==> config.mk <==
export PLATFORM = sky130hd
export DESIGN_NAME = eightxthree_seq_encoder
export DESIGN_NICKNAME = d
export VERILOG_FILES = /design/src/rtl/enc_pkg.sv /design/src/rtl/eightxthree_prio_encoder.sv /design/src/rtl/eightxthree_seq_encoder.sv
export SDC_FILE = /design/constraint.sdc
export NUM_CORES = 1
export LEC_CHECK = 0
export ABC_AREA = 1
export ABC_CLOCK_PERIOD_IN_PS = 1650
export BUFFER_PORTS_ARGS = -buffer_cell sky130_fd_sc_hd__buf_2
export CAP_MARGIN = 10
export CORE_MARGIN = 2
export CORE_UTILIZATION = 40
export DETAILED_ROUTE_END_ITERATION = 10
export GPL_TIMING_DRIVEN = 0
export PLACE_DENSITY = 0.72
export SLEW_MARGIN = 20
export SYNTH_ARGS = -nofsm -noshare
export SYNTH_HDL_FRONTEND = slang
export SYNTH_SLANG_ARGS = --single-unit
==> constraint.sdc <==
create_clock -name clk -period 1.65 [get_ports clk]
set_clock_uncertainty 0.15 [all_clocks]
set_input_delay 0.2475 -clock clk [delete_from_list [all_inputs] [get_ports clk]]
set_output_delay 0.2475 -clock clk [all_outputs]
set_load 0.03 [all_outputs]
==> src/rtl/enc_pkg.sv <==
// Shared definitions for the serial set-bit index encoder:
// default sizes, FSM state encoding and a population-count helper.
package enc_pkg;

    localparam int N_DEF     = 8;
    localparam int IDX_W_DEF = 3;

    typedef enum logic {
        ST_IDLE = 1'b0,
        ST_EMIT = 1'b1
    } state_t;

    // Works for any vector up to 64 bits; callers zero-extend their operand.
    function automatic int unsigned popcount(input logic [63:0] v);
        int unsigned c;
        c = 0;
        for (int i = 0; i < 64; i++) begin
            c += 32'(v[i]);
        end
        return c;
    endfunction

endpackage

==> src/rtl/eightxthree_prio_encoder.sv <==
// Combinational priority encoder: index of the lowest (or highest) set bit,
// plus all-zero and exactly-one-bit flags.
module eightxthree_prio_encoder #(
    parameter int N     = 8,
    parameter int IDX_W = 3
) (
    input  logic [N-1:0]     vec,
    input  logic             msb_first,
    output logic [IDX_W-1:0] idx,
    output logic             none,
    output logic             single
);

    always_comb begin
        // NOTE: every output is given a default before the loop, so no path leaves it unassigned and no latch is inferred.
        idx    = '0;
        none   = (vec == '0);
        single = !none && ((vec & (vec - N'(1))) == '0);
        if (msb_first) begin
            // Ascending scan: the last hit is the highest set bit.
            for (int i = 0; i < N; i++) begin
                if (vec[i]) idx = IDX_W'(i);
            end
        end else begin
            for (int i = N - 1; i >= 0; i--) begin
                if (vec[i]) idx = IDX_W'(i);
            end
        end
    end

endmodule

==> src/rtl/eightxthree_seq_encoder.sv <==
// Captures a request vector and serially emits the index of every set bit,
// one beat per valid/ready handshake, then returns to accepting vectors.
module eightxthree_seq_encoder
    import enc_pkg::*;
#(
    parameter int N         = N_DEF,
    parameter int IDX_W     = IDX_W_DEF,
    parameter bit MSB_FIRST = 1'b0
) (
    input  logic             clk,
    input  logic             rst,
    input  logic             in_valid,
    output logic             in_ready,
    input  logic [N-1:0]     in_vec,
    output logic             out_valid,
    input  logic             out_ready,
    output logic [IDX_W-1:0] out_idx,
    output logic             out_last,
    output logic             out_none,
    output logic [IDX_W:0]   out_count
);

    if (N < 2 || (N & (N - 1)) != 0 || IDX_W != $clog2(N)) begin : g_bad_params
        $error("eightxthree_seq_encoder: N must be a power of two >= 2 and IDX_W == log2(N)");
    end

    state_t           state_q, state_d;
    logic [N-1:0]     pending_q, pending_d;
    logic [IDX_W:0]   count_q, count_d;

    logic [IDX_W-1:0] enc_idx;
    logic             enc_none;
    logic             enc_single;

    eightxthree_prio_encoder #(
        .N     (N),
        .IDX_W (IDX_W)
    ) u_prio (
        .vec       (pending_q),
        .msb_first (MSB_FIRST),
        .idx       (enc_idx),
        .none      (enc_none),
        .single    (enc_single)
    );

    // Outputs decode straight from the state register, so an asynchronous
    // reset drops out_valid without waiting for a clock edge.
    always_comb begin
        in_ready  = (state_q == ST_IDLE);
        out_valid = (state_q == ST_EMIT);
        out_idx   = out_valid ? enc_idx : '0;
        out_none  = out_valid && enc_none;
        out_last  = out_valid && (enc_none || enc_single);
        out_count = count_q;
    end

    always_comb begin
        state_d   = state_q;
        pending_d = pending_q;
        count_d   = count_q;
        case (state_q)
            ST_IDLE: begin
                if (in_valid) begin
                    pending_d = in_vec;
                    count_d   = (IDX_W + 1)'(popcount(64'(in_vec)));
                    state_d   = ST_EMIT;
                end
            end
            ST_EMIT: begin
                if (out_ready) begin
                    if (out_last) begin
                        pending_d = '0;
                        state_d   = ST_IDLE;
                    end else begin
                        pending_d = pending_q & ~(N'(1) << enc_idx);
                    end
                end
            end
            default: state_d = ST_IDLE;
        endcase
    end

    // NOTE: sequential state uses non-blocking assignments so every flop samples pre-edge values.
    always_ff @(posedge clk or posedge rst) begin
        if (rst) begin
            state_q   <= ST_IDLE;
            pending_q <= '0;
            count_q   <= '0;
        end else begin
            state_q   <= state_d;
            pending_q <= pending_d;
            count_q   <= count_d;
        end
    end

endmodule

======== Word level (Yosys, flattened, before mapping) ========
Index checks and enable logic that the tools add are counted.
operators by class
  multiplexer cells ....................... 17
  add/subtract/negate cells ............... 8
  shift-type cells ........................ 1
  bitwise logic cells ..................... 4
  reduce and logical (&&, ||, !) cells .... 9
  eq/ne operators ......................... 2
operators by type and width
  operator                                           count
  two-way mux 3 bit                                  9
  two-way mux 8 bit                                  3
  adder 4 x 1 -> 4 bit                               4
  bitwise AND 8 bit                                  2
  zero test 8 bit                                    2
  one-hot mux 8 bit (2 select lines)                 1
  NOT 8 bit                                          1
  << shifter 1 x 3 -> 8 bit (first input constant)   1
  subtractor 8 x 1 -> 8 bit (second input constant)  1
  adder 3 x 1 -> 4 bit                               1
  inequality test 2 bit (second input constant)      2
  AND reduction 2 bit                                2
  adder 2 x 1 -> 3 bit                               1
  logical AND 1 bit                                  3
  two-way mux 1 bit                                  3
  adder 1 x 1 -> 2 bit                               1
  one-hot mux 1 bit (2 select lines)                 1
  zero test 1 bit                                    1
  logical OR 1 bit                                   1
  NOT 1 bit                                          1
storage, ports and cells
  word-level logic and storage cells ...... 44
  flip-flop bits (word level) ............. 13
  output and inout port bits .............. 11
  input bits .............................. 12

======== Depth between registers and ports, before layout ========
Gate-level depths: netlist of run 1.
  word-level depth ........................ 14
  gate-level depth with buffers ........... 9
  mapped depth without buffers ............ 9

======== Modules after synthesis ========
A second synthesis of run 1 with hierarchy kept.
unflattened totals
  cells, all modules ...................... 166
  area, all modules ....................... 1151.1 um^2
by module, submodules not included
  module                    area each (um^2)  sequential area each (um^2)  instances  cells an instance
  eightxthree_seq_encoder   910.9             325.3                        1          117
  eightxthree_prio_encoder  240.2             0.0                          1          49

======== Worst setup path after synthesis of run 1 ========
No wires, ideal clock.
  path kind ............................... in2reg
  from .................................... input in_vec[0]
  to ...................................... register count_q[2] (netlist: out_count[2])
  data required time ...................... 1.374 ns
  path slack .............................. -1.164 ns
  stages on the path ...................... 9
  buffers on the path ..................... 0
  arrival ................................. 2.538 ns
  library setup time ...................... 0.126 ns
  cells stage by stage .................... fa_1 > inv_1 > fa_1 > fa_1 > inv_1 > ha_1 > fa_1 > xnor2_1 > o21ai_0
between the ends
  word-level cells in the longest chain between the ends .. 7
RTL lines
  what                               RTL line                       RTL
  start, declared                    eightxthree_seq_encoder.sv:14  input logic [N-1:0] in_vec,
  adder 1 x 1 -> 2 bit               enc_pkg.sv:18                  c += 32'(v[i]);
  adder 2 x 1 -> 3 bit               enc_pkg.sv:18
  adder 3 x 1 -> 4 bit               enc_pkg.sv:18
  adder 4 x 1 -> 4 bit (4 in a row)  enc_pkg.sv:18
  end signal, assigned               eightxthree_seq_encoder.sv:92  count_q <= count_d;
  end, declared                      eightxthree_seq_encoder.sv:29  logic [IDX_W:0] count_q, count_d;
No other way between the ends.
A chain may end at the register's enable or synchronous reset.

======== Worst setup path in the final report of run 1 ========
  from .................................... input in_vec[0]
  to ...................................... register count_q[1] (netlist: out_count[1])
The elaborated chain is that of the path after synthesis.

==> results of run 1 <==
[logic make-up (layout without fill, tap and decap cells)]
family                     after synthesis  in the layout  synth area share (%)
xor gates and xnor gates                 1              1                 0.932
and+or+nand+nor                         59             59                  29.2
AOI/OAI and AO/OA                       20             20                  12.7
DFF                                     13             13                  34.6
adders and majority gates                7              7                  12.5
buffers and inverters                   21             54                  10.1
[worst paths after layout]
kind,start,endpoint,depth (start not counted)
min in group asynchronous,rst,pending_q[6],3
hold reg to reg,out_count[1],out_count[1],2
max in group asynchronous,rst,pending_q[1],3
setup reg to reg,out_valid,pending_q[2],6
setup / recovery,in_vec[0],out_count[1],10
hold / removal,in_valid,out_valid,3
[area by class of cell]
class	instances	area (µm²)
multi-input combinational	87	572
fill	219	965
buffer	2	18.8
timing repair buffer	29	194
sequential	13	325
tap	28	35.0
clock buffer	4	26.3
inverter	19	76.3
[repair_timing]
item	in CTS	in global routing
resized for setup	14	3
hold buffers	2	0
endpoints found under the hold margin	14	0
setup endpoints to repair	9	9
pin swaps	3	0
setup buffers	5	0
[metal layers]
metal | part of all wire (%) | wire, µm | vias up
met1 | 43 | 952 | 415
met5 | 0 | 0 | -
met4 | 1.2 | 26 | 0
li1 | - | - | 461
met3 | 2.9 | 65 | 4
met2 | 53 | 1170 | 16
[layout by cell type (no fill, tap or decap), types with 2 or more instances in the layout]
master	instances
fa_1	3
inv_1	14
nor2_1	6
nor2_2	3
buf_4	9
buf_6	4
nand2_1	28
clkbuf_4	3
dlygate4sd3_1	2
nand2_2	4
inv_2	4
o21ai_0	8
dfrtp_1	13
o21ai_1	2
nand3_1	11
nor2_4	2
ha_1	2
a22oi_1	5
a21oi_2	3
buf_2	16
nor3_2	2
[state kept, by name, summed over array words and instances, names as in the netlist]
name,flops
pending_q,8
out_count,4
out_valid,1
[power groups by stage]
| stage | sequential [µW] | combinational [µW] | clock (µW) |
|---|---|---|---|
| finish | 550 | 1100 | 204 |
| global route | 566 | 1240 | 229 |
| CTS | 545 | 1090 | 207 |
| detailed placement | 546 | 967 | 0 |
| global placement | 542 | 946 | 0 |
| floorplan | 616 | 656 | 0 |
[per-stage QoR]
stage,cells,instance area (µm²)
6_report,182,1250
5_1_grt,182,1250
4_1_cts,182,1240
3_5_place_dp,171,1120
3_3_place_gp,171,1120
2_1_floorplan,121,975
[worst max-delay path, cell delays in order]
cell and delay, ps:
buf_6 100, fa_1 540, inv_1 50, fa_1 450, fa_1 510, inv_2 50
ha_4 150, fa_2 520, nand2_2 50, nand2_1 50
==> metrics.cfg, run 1 <==
[run_status]
outcome=finished, violations left
violations=setup timing

[timing]
setup_violations=9
maxSlewHeadroom_pct=65.2
hold_viol=0
min_period_over_period_pct=161
period_needed_ps=2660
setup_tns_ps=-4040
worst_slack_ps=-1010
hold_ws_ps=127
rsz0062_at_grt=yes
worst_pin_slew_ps=521
fmax_ghz=0.376
slew_viol_final=0

[synthesis]
yosys.cell_types.count=24
synth_edf_count=0
yosys-top-cells-area=dfrtp_1 35%, nand2_1 12%, fa_1 8.5%
synth_flop_cell=dfrtp_1
synth_top_area_share_pct=34.6
ys_warn_count=0
synth_seq_cells=13
synth_most_common_cell=nand2_1
synth-seq-area-share_pct=34.6
syn_inst=121
synthArstFlopShare_pct=100
synth_common_cells=30 x nand2_1, 17 x inv_1, 13 x dfrtp_1
synth_nets=140
syn_avg_cell_area_um2=7.77
yosysTopAreaCell=dfrtp_1
syn_area_um2=940

[power_and_ir_drop]
p_int_uw=961
p_seq_share_pct=29.6
power_leakage_uw=0.000671
cellPowerDensity_nw_per_um2=1490
p_sw_uw=897
p_sw_share_pct=48.3
p_clk_share_pct=11.0
pwr-share-comb_pct=59.5
ir_drop_v=0.000817
power_uw=1860

[placement]
gp_congestion=0.869
dp_slack_ps=-1360
io_buffers=22
dp.final_hpwl_mm=1.74

[global_route]
grt_pass1_wl_mm=3.99
grt_overflow=0
antenna_found_initial=0
gr-usage-met1_pct=24.2
grt_pass1_vias=897
top_usage_layer=met2
grt_max_degree=14
grtUsageMet3_pct=2.57
grtUsageTotal_pct=20.0
gr-usage-met2_pct=35.6

[setup_path]
regToRegSetupSlack_ps=210
worst-setup-path-type=primary input to register
startpoint_type=primary input
end_kind=register
cp_max_fo=2
crit_required_ps=1720
crit_arrival_ps=2730

[drt]
vias=896
drc_errors=0
drtIter0Drc=4
drt-wirelength-per-cell_um=12.1
routed_wl_mm=2.21
firstDrtPassIters=4
ant_nets=0
vias_per_cell=4.92

[cts]
clock_path_buffers=2
path_clk_slew_ps=90
cts_tree=done
cts_sinks=13
clockRootBuffer=clkbuf_4
numCtsBuffers=3
clock_latency_ps=280
htreeDepth=1

[floorplanning]
die-height_um=52.5
dieArea_um2=2750
rows=17
start_util_pct=42.5
core_um2=2210
io_pins=23
die_x_um=52.5

[min_path]
hp-class=primary input to register

[finish]
final_core_util_pct=56.4
layout-drive-gt1-share_pct=36.4
area_growth_pct=32.8
layout.nets=174
antenna_cells=0

[job]
cap_violations=0

No activity file was read; power rests on OpenSTA's default activity.
==> inputs of run 2 (changes only) <==
- ABC_CLOCK_PERIOD_IN_PS: 1650 -> 3150
- REMOVE_ABC_BUFFERS: default -> 1
- clock period: 1.65 -> 3.15 ns (I/O delays scaled with it)
==> metrics.cfg, run 2 (same netlist as run 1, synthesis figures left out) <==
[global_route]
grtUsageTotal_pct=17.4  ; was 20.0%
grt_overflow=0  ; unchanged
grt_max_degree=14  ; unchanged
antenna_found_initial=0  ; unchanged
grt_pass1_vias=838  ; was 897
grt_pass1_wl_mm=3.51  ; was 3.99 mm

[placement]
postPlaceCellArea_um2=1070  ; was 1120 µm²
gp_congestion=0.859  ; was 0.869
dp.final_hpwl_mm=1.67  ; was 1.74 mm
io_buffers=22  ; unchanged

[setup_path]
cp_top_family=adder cells  ; unchanged
path_cells=buf_2, fa_1, inv_1, fa_1, fa_1, inv_1, ha_1, fa_1, xnor2_1, o21ai_0  ; was buf_6, fa_1, inv_1, fa_1, fa_1, inv_2, ha_4, fa_2, nand2_2, nand2_1
cp_max_fo=2  ; unchanged
crit_arrival_ps=3020  ; was 2730 ps
cp_slowest_cell=fa_1  ; unchanged
end_kind=register  ; unchanged
startpoint_type=primary input  ; unchanged
worst-path-buf-inv=3  ; unchanged
slowest_delay_ps=530  ; was 540 ps
worst-setup-path-type=primary input to register  ; unchanged
crit_required_ps=3170  ; was 1720 ps
cp_common_cell=fa_1  ; unchanged

[finish]
antenna_cells=0  ; unchanged
nFillCells=236  ; was 219
final_core_util_pct=49.4  ; was 56.4%
layout_common_cells=30 x nand2_1, 22 x buf_2, 17 x inv_1  ; was 28 x nand2_1, 16 x buf_2, 14 x inv_1
layout.nets=165  ; was 174
layout-drive-gt1-share_pct=23.4  ; was 36.4%
regMostFlops=pending_q  ; unchanged
final_cell_area_um2=1090  ; was 1250 µm²
area_growth_pct=16.2  ; was 32.8%
layout_commonest_cell=nand2_1  ; unchanged
largest_reg_flops=8  ; unchanged

[cts]
clock_path_buffers=2  ; unchanged
cts_resized=0  ; was 14
post_cts_buffers=0  ; was 5
path_clk_slew_ps=80  ; was 90 ps
cts_tree=done  ; unchanged
clock_latency_ps=280  ; about the same
clockRootBuffer=clkbuf_4  ; unchanged
htreeDepth=1  ; unchanged
numCtsBuffers=3  ; unchanged
cts_sinks=13  ; unchanged
cts_hold_buffers=0  ; was 2

[timing]
fmax_ghz=0.334
worst_pin_slew_ps=507  ; was 521 ps
min_period_over_period_pct=95.2
maxSlewHeadroom_pct=66.1  ; was 65.2%
slew_viol_final=0  ; unchanged
setup_violations=0  ; was 9
hold_viol=0  ; unchanged
period_needed_ps=3000
rsz0062_at_grt=no  ; was yes
setup_tns_ps=0  ; was -4040 ps

[power_and_ir_drop]
ir_drop_v=0.000377  ; was 0.000817 V
power_leakage_uw=0.000617  ; was 0.000671 µW
power_uw=861  ; was 1860 µW
cellPowerDensity_nw_per_um2=788  ; was 1490 nW/µm²

[floorplanning]
io_pins=23  ; unchanged
rows=17  ; unchanged
start_util_pct=42.5  ; unchanged
dieArea_um2=2750  ; unchanged
core_um2=2210  ; unchanged
die-height_um=52.5  ; unchanged
die_x_um=52.5  ; unchanged

[drt]
routed_wl_mm=2.02  ; was 2.21 mm
drt-wirelength-per-cell_um=11.7  ; was 12.1 µm
firstDrtPassIters=4  ; unchanged
vias_per_cell=5.05  ; was 4.92
vias=873  ; was 896
ant_nets=0  ; unchanged
drc_errors=0  ; unchanged
drtIter0Drc=16  ; was 4

[run_status]
outcome=finished, final reports clean  ; was finished, violations left

[job]
cap_violations=0  ; unchanged

[min_path]
hp-class=primary input to asynchronous set/reset pin  ; was primary input to register

-- run 2: cell types whose count changed in the layout (fill, tap and decap cells not counted), sizes merged --
cell | before | now
dlygate4sd3 | 2 | 0
buf | 29 | 22
-- run 2: path summary, 6_finish.rpt --
| kind | start | end | slack [ps] | cells after the start |
|---|---|---|---|---|
| max | in_vec[0] | out_count[2] | 150 | 10 |
| min | rst | pending_q[2] | 50 | 2 |
| max reg2reg | out_valid | pending_q[7] | 1660 | 5 |
| min reg2reg | out_count[1] | out_count[1] | 330 | 2 |
| max in group asynchronous | rst | pending_q[1] | 2460 | 2 |
| min in group clk | out_ready | out_valid | 230 | 2 |
-- run 2: stage by stage --
stage | hold slack (ps) | worst slack [ps] | cells
after floorplan | 199 | 110 | 119
after global placement | 312 | -124 | 169
after detailed placement | 310 | -176 | 169
after CTS | 80.9 | 129 | 173
after global routing | 90.2 | 1.56 | 173
final | 55.0 | 152 | 173
-- run 2: report_power, final --
part	internal [µW]	total, µW	switching, µW
Combinational	160	465	305
Sequential	224	291	67.3
Clock	49.2	105	55.6
-- run 2: area by class of cell --
class                      count  area (µm²)  share of cell area [%]
clock buffer                   4        26.3                    2.41
sequential                    13         325                    29.8
tap                           28        35.0                    3.21
timing repair buffer          22         110                    10.1
inverter                      19        76.3                    6.99
multi-input combinational     87         519                    47.5
-- run 2: metal layers --
layer | share of wire, % | routed length (µm) | up-vias | track usage (%)
met5 | 0 | 0 | - | 0
met4 | 1.3 | 26 | 0 | 6.41
met3 | 5.6 | 113 | 3 | 2.57
met2 | 50 | 1010 | 30 | 30.0
met1 | 43 | 872 | 397 | 21.8
li1 | - | - | 443 | -
-- run 2: worst register-to-register path: cells and delay by family (launching register included) --
kind / cells / cell delay (ps)
flip-flops: 1 / 640
AND/OR/NAND/NOR: 2 / 260
buffers and inverters: 2 / 230
AO/OA/AOI/OAI: 1 / 100
